**src/rtl/fb_arbiter_if.sv**
```systemverilog
// Frame-buffer arbiter bus bundle: pipeline write port, VGA read port and single-port RAM port.
interface fb_arbiter_if #(
  parameter int unsigned ADDR_W = 16,
  parameter int unsigned DATA_W = 8
);
  logic              wr_valid;
  logic [ADDR_W-1:0] wr_addr;
  logic [DATA_W-1:0] wr_data;
  logic              wr_ready;
  logic              rd_valid;
  logic [ADDR_W-1:0] rd_addr;
  logic [DATA_W-1:0] rd_data;
  logic              rd_data_valid;
  logic [ADDR_W-1:0] mem_addr;
  logic              mem_we;
  logic [DATA_W-1:0] mem_wdata;
  logic [DATA_W-1:0] mem_rdata;

  // Arbiter side
  modport slave (
    input  wr_valid, wr_addr, wr_data, rd_valid, rd_addr, mem_rdata,
    output wr_ready, rd_data, rd_data_valid, mem_addr, mem_we, mem_wdata
  );

  // Requester / RAM side
  modport master (
    output wr_valid, wr_addr, wr_data, rd_valid, rd_addr, mem_rdata,
    input  wr_ready, rd_data, rd_data_valid, mem_addr, mem_we, mem_wdata
  );
endinterface

```
**src/rtl/fb_arbiter.sv**
```systemverilog
// Frame-buffer RAM arbiter: VGA reads win every cycle, pipeline writes take the leftover cycles.
// Build option FBARB_WBUF_EN: writes are queued in a WBUF_DEPTH-entry FIFO and drained on
// non-read cycles. Without it, writes go straight to RAM whenever no read is requested.
module fb_arbiter #(
  parameter int unsigned ADDR_W     = 16,
  parameter int unsigned DATA_W     = 8,
  parameter int unsigned WBUF_DEPTH = 4
) (
  input  logic              clk,
  input  logic              rst,
  fb_arbiter_if.slave       bus,
  output logic              wbuf_empty,
  output logic [15:0]       stall_cnt
);
  localparam int unsigned CNT_W = 16;

  // Reject unusable buffer depths at elaboration
  if ((WBUF_DEPTH < 2) || ((WBUF_DEPTH & (WBUF_DEPTH - 1)) != 0)) begin : g_bad_depth
    $error("WBUF_DEPTH must be a power of two and at least 2");
  end

  logic              wr_ready_c;
  logic              wr_avail;
  logic [ADDR_W-1:0] wr_head_addr;
  logic [DATA_W-1:0] wr_head_data;
  logic              grant_rd;
  logic              grant_wr;
  logic              rd_data_valid_q;
  logic [CNT_W-1:0]  stall_cnt_q;
  logic [CNT_W-1:0]  stall_cnt_d;

  // Reads always win; nothing is granted while reset is held
  assign grant_rd = rst && bus.rd_valid;
  assign grant_wr = rst && !bus.rd_valid && wr_avail;

`ifdef FBARB_WBUF_EN
  localparam int unsigned PTR_W = $clog2(WBUF_DEPTH);
  localparam int unsigned OCC_W = PTR_W + 1;

  logic [ADDR_W-1:0] addr_mem [WBUF_DEPTH];
  logic [DATA_W-1:0] data_mem [WBUF_DEPTH];
  logic [PTR_W-1:0]  wptr_q, wptr_d;
  logic [PTR_W-1:0]  rptr_q, rptr_d;
  logic [OCC_W-1:0]  occ_q, occ_d;
  logic              push;
  logic              pop;

  // Ready from registered occupancy only, so a same-cycle drain never opens a slot
  assign wr_ready_c   = rst && (occ_q < OCC_W'(WBUF_DEPTH));
  assign push         = bus.wr_valid && wr_ready_c;
  assign pop          = grant_wr;
  assign wr_avail     = (occ_q != '0);
  assign wr_head_addr = addr_mem[rptr_q];
  assign wr_head_data = data_mem[rptr_q];
  assign wbuf_empty   = (occ_q == '0);

  // FIFO pointer and occupancy update
  always_comb begin
    wptr_d = wptr_q;
    rptr_d = rptr_q;
    occ_d  = occ_q;
    if (push) wptr_d = wptr_q + PTR_W'(1);
    if (pop)  rptr_d = rptr_q + PTR_W'(1);
    case ({push, pop})
      2'b10:   occ_d = occ_q + OCC_W'(1);
      2'b01:   occ_d = occ_q - OCC_W'(1);
      default: occ_d = occ_q;
    endcase
  end

  // FIFO control state; reset discards every queued write
  always_ff @(posedge clk or negedge rst) begin
    if (!rst) begin
      wptr_q <= '0;
      rptr_q <= '0;
      occ_q  <= '0;
    end else begin
      wptr_q <= wptr_d;
      rptr_q <= rptr_d;
      occ_q  <= occ_d;
    end
  end

  // FIFO storage; contents are meaningless until occupancy covers them
  always_ff @(posedge clk) begin
    if (push) begin
      addr_mem[wptr_q] <= bus.wr_addr;
      data_mem[wptr_q] <= bus.wr_data;
    end
  end
`else
  assign wr_ready_c   = rst && !bus.rd_valid;
  assign wr_avail     = bus.wr_valid;
  assign wr_head_addr = bus.wr_addr;
  assign wr_head_data = bus.wr_data;
  assign wbuf_empty   = 1'b1;
`endif

  // RAM port mux: READ, WRITE or IDLE (all zero)
  always_comb begin
    bus.mem_addr  = '0;
    bus.mem_we    = 1'b0;
    bus.mem_wdata = '0;
    if (grant_rd) begin
      bus.mem_addr = bus.rd_addr;
    end else if (grant_wr) begin
      bus.mem_addr  = wr_head_addr;
      bus.mem_we    = 1'b1;
      bus.mem_wdata = wr_head_data;
    end
  end

  // Saturating count of cycles a write was offered but refused
  always_comb begin
    stall_cnt_d = stall_cnt_q;
    if (bus.wr_valid && !wr_ready_c && (stall_cnt_q != '1)) begin
      stall_cnt_d = stall_cnt_q + CNT_W'(1);
    end
  end

  // Read-valid pipeline and stall counter registers
  always_ff @(posedge clk or negedge rst) begin
    if (!rst) begin
      rd_data_valid_q <= 1'b0;
      stall_cnt_q     <= '0;
    end else begin
      rd_data_valid_q <= grant_rd;
      stall_cnt_q     <= stall_cnt_d;
    end
  end

  assign bus.wr_ready      = wr_ready_c;
  assign bus.rd_data       = bus.mem_rdata;
  assign bus.rd_data_valid = rd_data_valid_q;
  assign stall_cnt         = stall_cnt_q;
endmodule

```
**src/flat_wrapper.sv**
```systemverilog
// flat-port wrapper written by rule: the top's interface ports become plain ports
module fb_arbiter_flat 
#(
  parameter int unsigned ADDR_W     = 16,
  parameter int unsigned DATA_W     = 8,
  parameter int unsigned WBUF_DEPTH = 4
)
  (clk, rst, wbuf_empty, stall_cnt, bus_wr_valid, bus_wr_addr, bus_wr_data, bus_rd_valid, bus_rd_addr, bus_mem_rdata, bus_wr_ready, bus_rd_data, bus_rd_data_valid, bus_mem_addr, bus_mem_we, bus_mem_wdata);
  fb_arbiter_if #(.ADDR_W(ADDR_W), .DATA_W(DATA_W)) bus_i ();
  input  logic clk;
  input  logic rst;
  output logic wbuf_empty;
  output logic [15:0] stall_cnt;
  input wire logic [$bits(bus_i.wr_valid)-1:0] bus_wr_valid;
  input wire logic [$bits(bus_i.wr_addr)-1:0] bus_wr_addr;
  input wire logic [$bits(bus_i.wr_data)-1:0] bus_wr_data;
  input wire logic [$bits(bus_i.rd_valid)-1:0] bus_rd_valid;
  input wire logic [$bits(bus_i.rd_addr)-1:0] bus_rd_addr;
  input wire logic [$bits(bus_i.mem_rdata)-1:0] bus_mem_rdata;
  output wire logic [$bits(bus_i.wr_ready)-1:0] bus_wr_ready;
  output wire logic [$bits(bus_i.rd_data)-1:0] bus_rd_data;
  output wire logic [$bits(bus_i.rd_data_valid)-1:0] bus_rd_data_valid;
  output wire logic [$bits(bus_i.mem_addr)-1:0] bus_mem_addr;
  output wire logic [$bits(bus_i.mem_we)-1:0] bus_mem_we;
  output wire logic [$bits(bus_i.mem_wdata)-1:0] bus_mem_wdata;
  assign bus_i.wr_valid = bus_wr_valid;
  assign bus_i.wr_addr = bus_wr_addr;
  assign bus_i.wr_data = bus_wr_data;
  assign bus_i.rd_valid = bus_rd_valid;
  assign bus_i.rd_addr = bus_rd_addr;
  assign bus_i.mem_rdata = bus_mem_rdata;
  assign bus_wr_ready = bus_i.wr_ready;
  assign bus_rd_data = bus_i.rd_data;
  assign bus_rd_data_valid = bus_i.rd_data_valid;
  assign bus_mem_addr = bus_i.mem_addr;
  assign bus_mem_we = bus_i.mem_we;
  assign bus_mem_wdata = bus_i.mem_wdata;
  fb_arbiter #(.ADDR_W(ADDR_W), .DATA_W(DATA_W), .WBUF_DEPTH(WBUF_DEPTH)) u_core (.clk(clk), .rst(rst), .bus(bus_i), .wbuf_empty(wbuf_empty), .stall_cnt(stall_cnt));
endmodule
```
**config.mk**
```make
export PLATFORM = sky130hd
export DESIGN_NAME = fb_arbiter_flat
export DESIGN_NICKNAME = d
export VERILOG_FILES = /design/src/rtl/fb_arbiter_if.sv /design/src/rtl/fb_arbiter.sv /design/src/flat_wrapper.sv
export SDC_FILE = /design/constraint.sdc
export NUM_CORES = 1
export LEC_CHECK = 0
export ABC_AREA = 1
export CAP_MARGIN = 20
export CORE_UTILIZATION = 34
export CTS_CLUSTER_DIAMETER = 40
export DETAILED_ROUTE_END_ITERATION = 10
export GPL_ROUTABILITY_DRIVEN = 0
export GPL_TIMING_DRIVEN = 0
export HOLD_SLACK_MARGIN = 0.1
export PLACE_DENSITY = 0.81
export SETUP_SLACK_MARGIN = 0.4
export SKIP_LAST_GASP = 1
export SYNTH_ARGS = -nofsm -noshare
export SYNTH_HDL_FRONTEND = slang
export SYNTH_SLANG_ARGS = --single-unit
```
**constraint.sdc**
```tcl
create_clock -name clk -period 2.3 [get_ports clk]
set_clock_uncertainty 0.1 [all_clocks]
set_input_delay 0.23 -clock clk [delete_from_list [all_inputs] [get_ports clk]]
set_output_delay 0.23 -clock clk [all_outputs]
set_load 0.005 [all_outputs]
```
==> results <==
- The maximum clock frequency is 0.5259 GHz.
- The analysis attributes to cell leakage a power of 1.243 nW.
- The iteration count of the initial detailed-routing pass is 4.
- The number of hold-slack violations in the final timing report is 0.
- The number of routed nets with antenna violations is 0.
- The count of different cell masters after synthesis is 24.
- The HPWL after detailed placement is 3215 um.
- The layout cell share with drive strength beyond 1 is 13.03%.
- The via count of the first global-routing pass came to 1383.
- Of all flip-flops after synthesis, the portion carrying an async set or reset was 100.0%.
- For the worst setup path, the data arrival time is 1.57 ns.
- The placeable core area is 0.003771 sq mm.
- The initial utilization of the core area, before any placement, comes to 36.66%.
- The synthesized design devotes to its leading area cell type 30.77% of total area.
- The utilization of the core after routing is 67.88%.
- The post-route total power is 992.9 uW.
- The post-CTS clock slew at the launch and capture registers of the worst setup and hold paths is 0.07 ns.
- STA classifies the critical path endpoint as an output pin.
- The net count of the finished layout is 361.
- The CTS H-tree depth is 1.
- Measured in cells, the most critical reg-to-reg path has a length of 8.
- The worst hold path passes through 4 cells.
- By area the synthesized netlist is led by dfrtp_1 31%, nand2_1 21%, a22o_1 10%.
- In this run the cell area measured after placement is 0.002384 sq mm.
- Port buffering added 94 buffers.
- Using the TritonRoute via totals, the vias-per-cell ratio works out to 4.583.
- The detailed-route via count is 1627.
- The tightest min-delay check is of the in -> reg type.
- The final number of setup-violating endpoints is 0.
- The number of register bits inferred by synthesis is 17.
- The die covers 0.004326 sq mm.
- The flow ran to the end, and the final reports show no timing, DRC or antenna violations.
- The final design area excluding fillers is 0.002560 sq mm.
- The commonest cells after synthesis are 77 x nand2_1, 23 x nor2_1, 18 x inv_1.
- The post-synth design cell area is 0.001383 sq mm.
- Of the available clock period, the critical path in the final layout requires 82.67%.
- The die span in x is 65.77 um.
- Signal routing reaches up to met4.
- Counting flops with a built-in enable in the synthesized netlist gives 0.
- The number of max-slew violations in the final report came to 0.
- In the routed design, unresolved DRC markers number 0.
- The top fanout value on the critical path is 10.
- In the post-synthesis netlist, the cell with the most instances is nand2_1.
- The number of filler cells placed in the layout is 317.
- After technology mapping, the gate count stands at 201.
- The first global-routing pass estimated 6410 um of wire.
- For this run, the total global-route usage over all layers was measured as 19.27%.
- The antenna cell count is 0.
- The slew of the pin with the lowest slew margin is 0.7744 ns.
- The number of antenna violations at the first check in global routing is 0.
- The Yosys step of the flow raised 0 warnings.
- The worst pin sits at a relative slew slack of 48.20%.
- The areal power density over the cells is 387.9 mW/mm^2.
- The standard-cell row count is 22.
- The worst path in the final design needs a cycle of 1.901 ns, including I/O delays and setup.
- Summed over all nets, wire length on met2 after detailed routing comes to 2216 um.
- The starting DRC count in detailed routing is 48.
- The mean area per synthesized cell is 6.878 sq um.
- Buffers inserted during clock tree synthesis total 3.
- Counting every net in the synthesized netlist gives 254.
- The routed length per instance is 11.91 um.
- TritonCTS built the clock tree.
- The post-detailed-routing wire length is 4228 um.
- The largest net degree at the start of global routing is 18.
- The root buffer cell chosen for the clock tree is clkbuf_8.
- The max capacitance violation total is 0.
- dfrtp_1 takes more of the synthesized area than any other cell.
- The worst setup path is launched from an input port.
- After detailed routing, the wire length on met1 is 1781 um.
- The largest voltage drop on the vdd net is 0.3797 mV.
- The vertical extent of the die is 65.77 um.
- For this run, the register share of the synthesized area comes to 30.77%.
- The final global-route overflow total is 0.
- The number of clock sinks is 17.
- The synthesis-to-finish area growth is 85.16%.
- The insertion delay to the later sink of the worst-skew pair is 0.25 ns.
- The maximum buffer depth of the clock tree is 2.
- Setup repair after global routing could not meet its margin everywhere.
- The count of boundary I/O pins is 104.
- The met3 routed wirelength is 209 um.
- The category of the most critical setup path is in -> out.
- STA puts the critical path data required time at 1.97 ns.
- The most used flip-flop cell after synthesis is dfrtp_1.
[through the flow]
step / TNS [ns] / hold slack, ns / cells / setup slack, ns
floorplan: 0 / -0.1656 / 201 / 0.6942
global placement: -17.07 / 0.4202 / 343 / -0.8696
detailed placement: -17.06 / 0.4281 / 343 / -0.8573
CTS: 0 / 0.2591 / 352 / 0.4160
global route: 0 / 0.2762 / 355 / 0.3326
finish: 0 / 0.2663 / 355 / 0.3986
[critical path, cell delays in order]
cell and delay [ns]:
dlygate4sd2_1 0.27, nor2_4 0.13, nand2_4 0.09, inv_6 0.09, buf_8 0.13, a22o_1 0.14, clkdlybuf4s50_1 0.50
[layout make-up]
class	count	area, sq um	share of cell area [%]
Timing Repair Buffer	102	1035	40.42
Multi-Input combinational cell	150	789.5	30.84
Clock buffer	3	41.29	1.613
Inverter	21	85.08	3.324
Tap cell	48	60.06	2.346
Clock inverter	1	5.005	0.1955
Sequential cell	17	425.4	16.62
Buffer	13	118.9	4.643
[report_power, final]
part,total [mW],internal (mW),switching [mW]
logic,0.378,0.247,0.131
registers,0.390,0.331,0.0592
clock network,0.225,0.120,0.105
[flip-flops by register name, summed over array words and instances, names as in the netlist]
register	count
u_core.bus.rd_data_valid	1
u_core.stall_cnt	16
[placed cells by master, fill, tap and decap left out, drive strengths merged]
master / Yosys / layout
clkdlybuf4s50: 0 / 83
dfrtp: 17 / 17
conb: 1 / 1
xor2: 3 / 3
nand2: 82 / 82
inv: 19 / 19
clkbuf: 1 / 4
xnor2: 4 / 4
dlygate4sd2: 0 / 3
nand4: 5 / 5
dlygate4sd3: 0 / 1
nor2: 28 / 28
o21ai: 1 / 1
dlymetal6s2s: 0 / 7
buf: 12 / 20
a22o: 16 / 16
nand3: 7 / 7
nand3b: 1 / 1
clkinv: 2 / 3
o21a: 1 / 1
ha: 1 / 1
[path summary, 6_finish.rpt]
| path | from | end | slack, ns |
|---|---|---|---|
| worst max-delay path | bus_rd_valid | bus_mem_addr[9] | 0.40 |
| worst min-delay path | rst | u_core.bus.rd_data_valid | 0.27 |
| worst max register to register | u_core.stall_cnt[0] | u_core.stall_cnt[9] | 0.57 |
| worst min register to register | u_core.stall_cnt[14] | u_core.stall_cnt[14] | 0.44 |
| max in group asynchronous | rst | u_core.stall_cnt[0] | 1.13 |
| min in group asynchronous | rst | u_core.stall_cnt[2] | 0.48 |
[per-layer routing]
| layer | GRT usage (%) | up-vias |
|---|---|---|
| met5 | 0 | - |
| met4 | 3.261 | 0 |
| met3 | 3.621 | 2 |
| met2 | 32.27 | 47 |
| met1 | 25.82 | 734 |
| li1 | - | 844 |
[cell families after synthesis]
logic type / Yosys count / synth area share (%)
xor gates and xnor gates: 7 / 4.434
and+or+nand+nor: 123 / 39.00
buffers and inverters: 34 / 13.03
AOI/OAI and AO/OA: 18 / 11.58
other: 1 / 0.2712
adders and majority gates: 1 / 0.9048
DFF: 17 / 30.77
[timing repair]
| action | in CTS | in global routing |
|---|---|---|
| setup endpoints to repair | 41 | 8 |
| endpoints found under the hold margin | 17 | 0 |
| pin swaps | 2 | 0 |
| resized for setup | 21 | 8 |
| hold buffers | 1 | 0 |
| gates cloned | 0 | 0 |
| setup buffers | 4 | 3 |
Note: power is estimated with default switching activity, not from simulation.
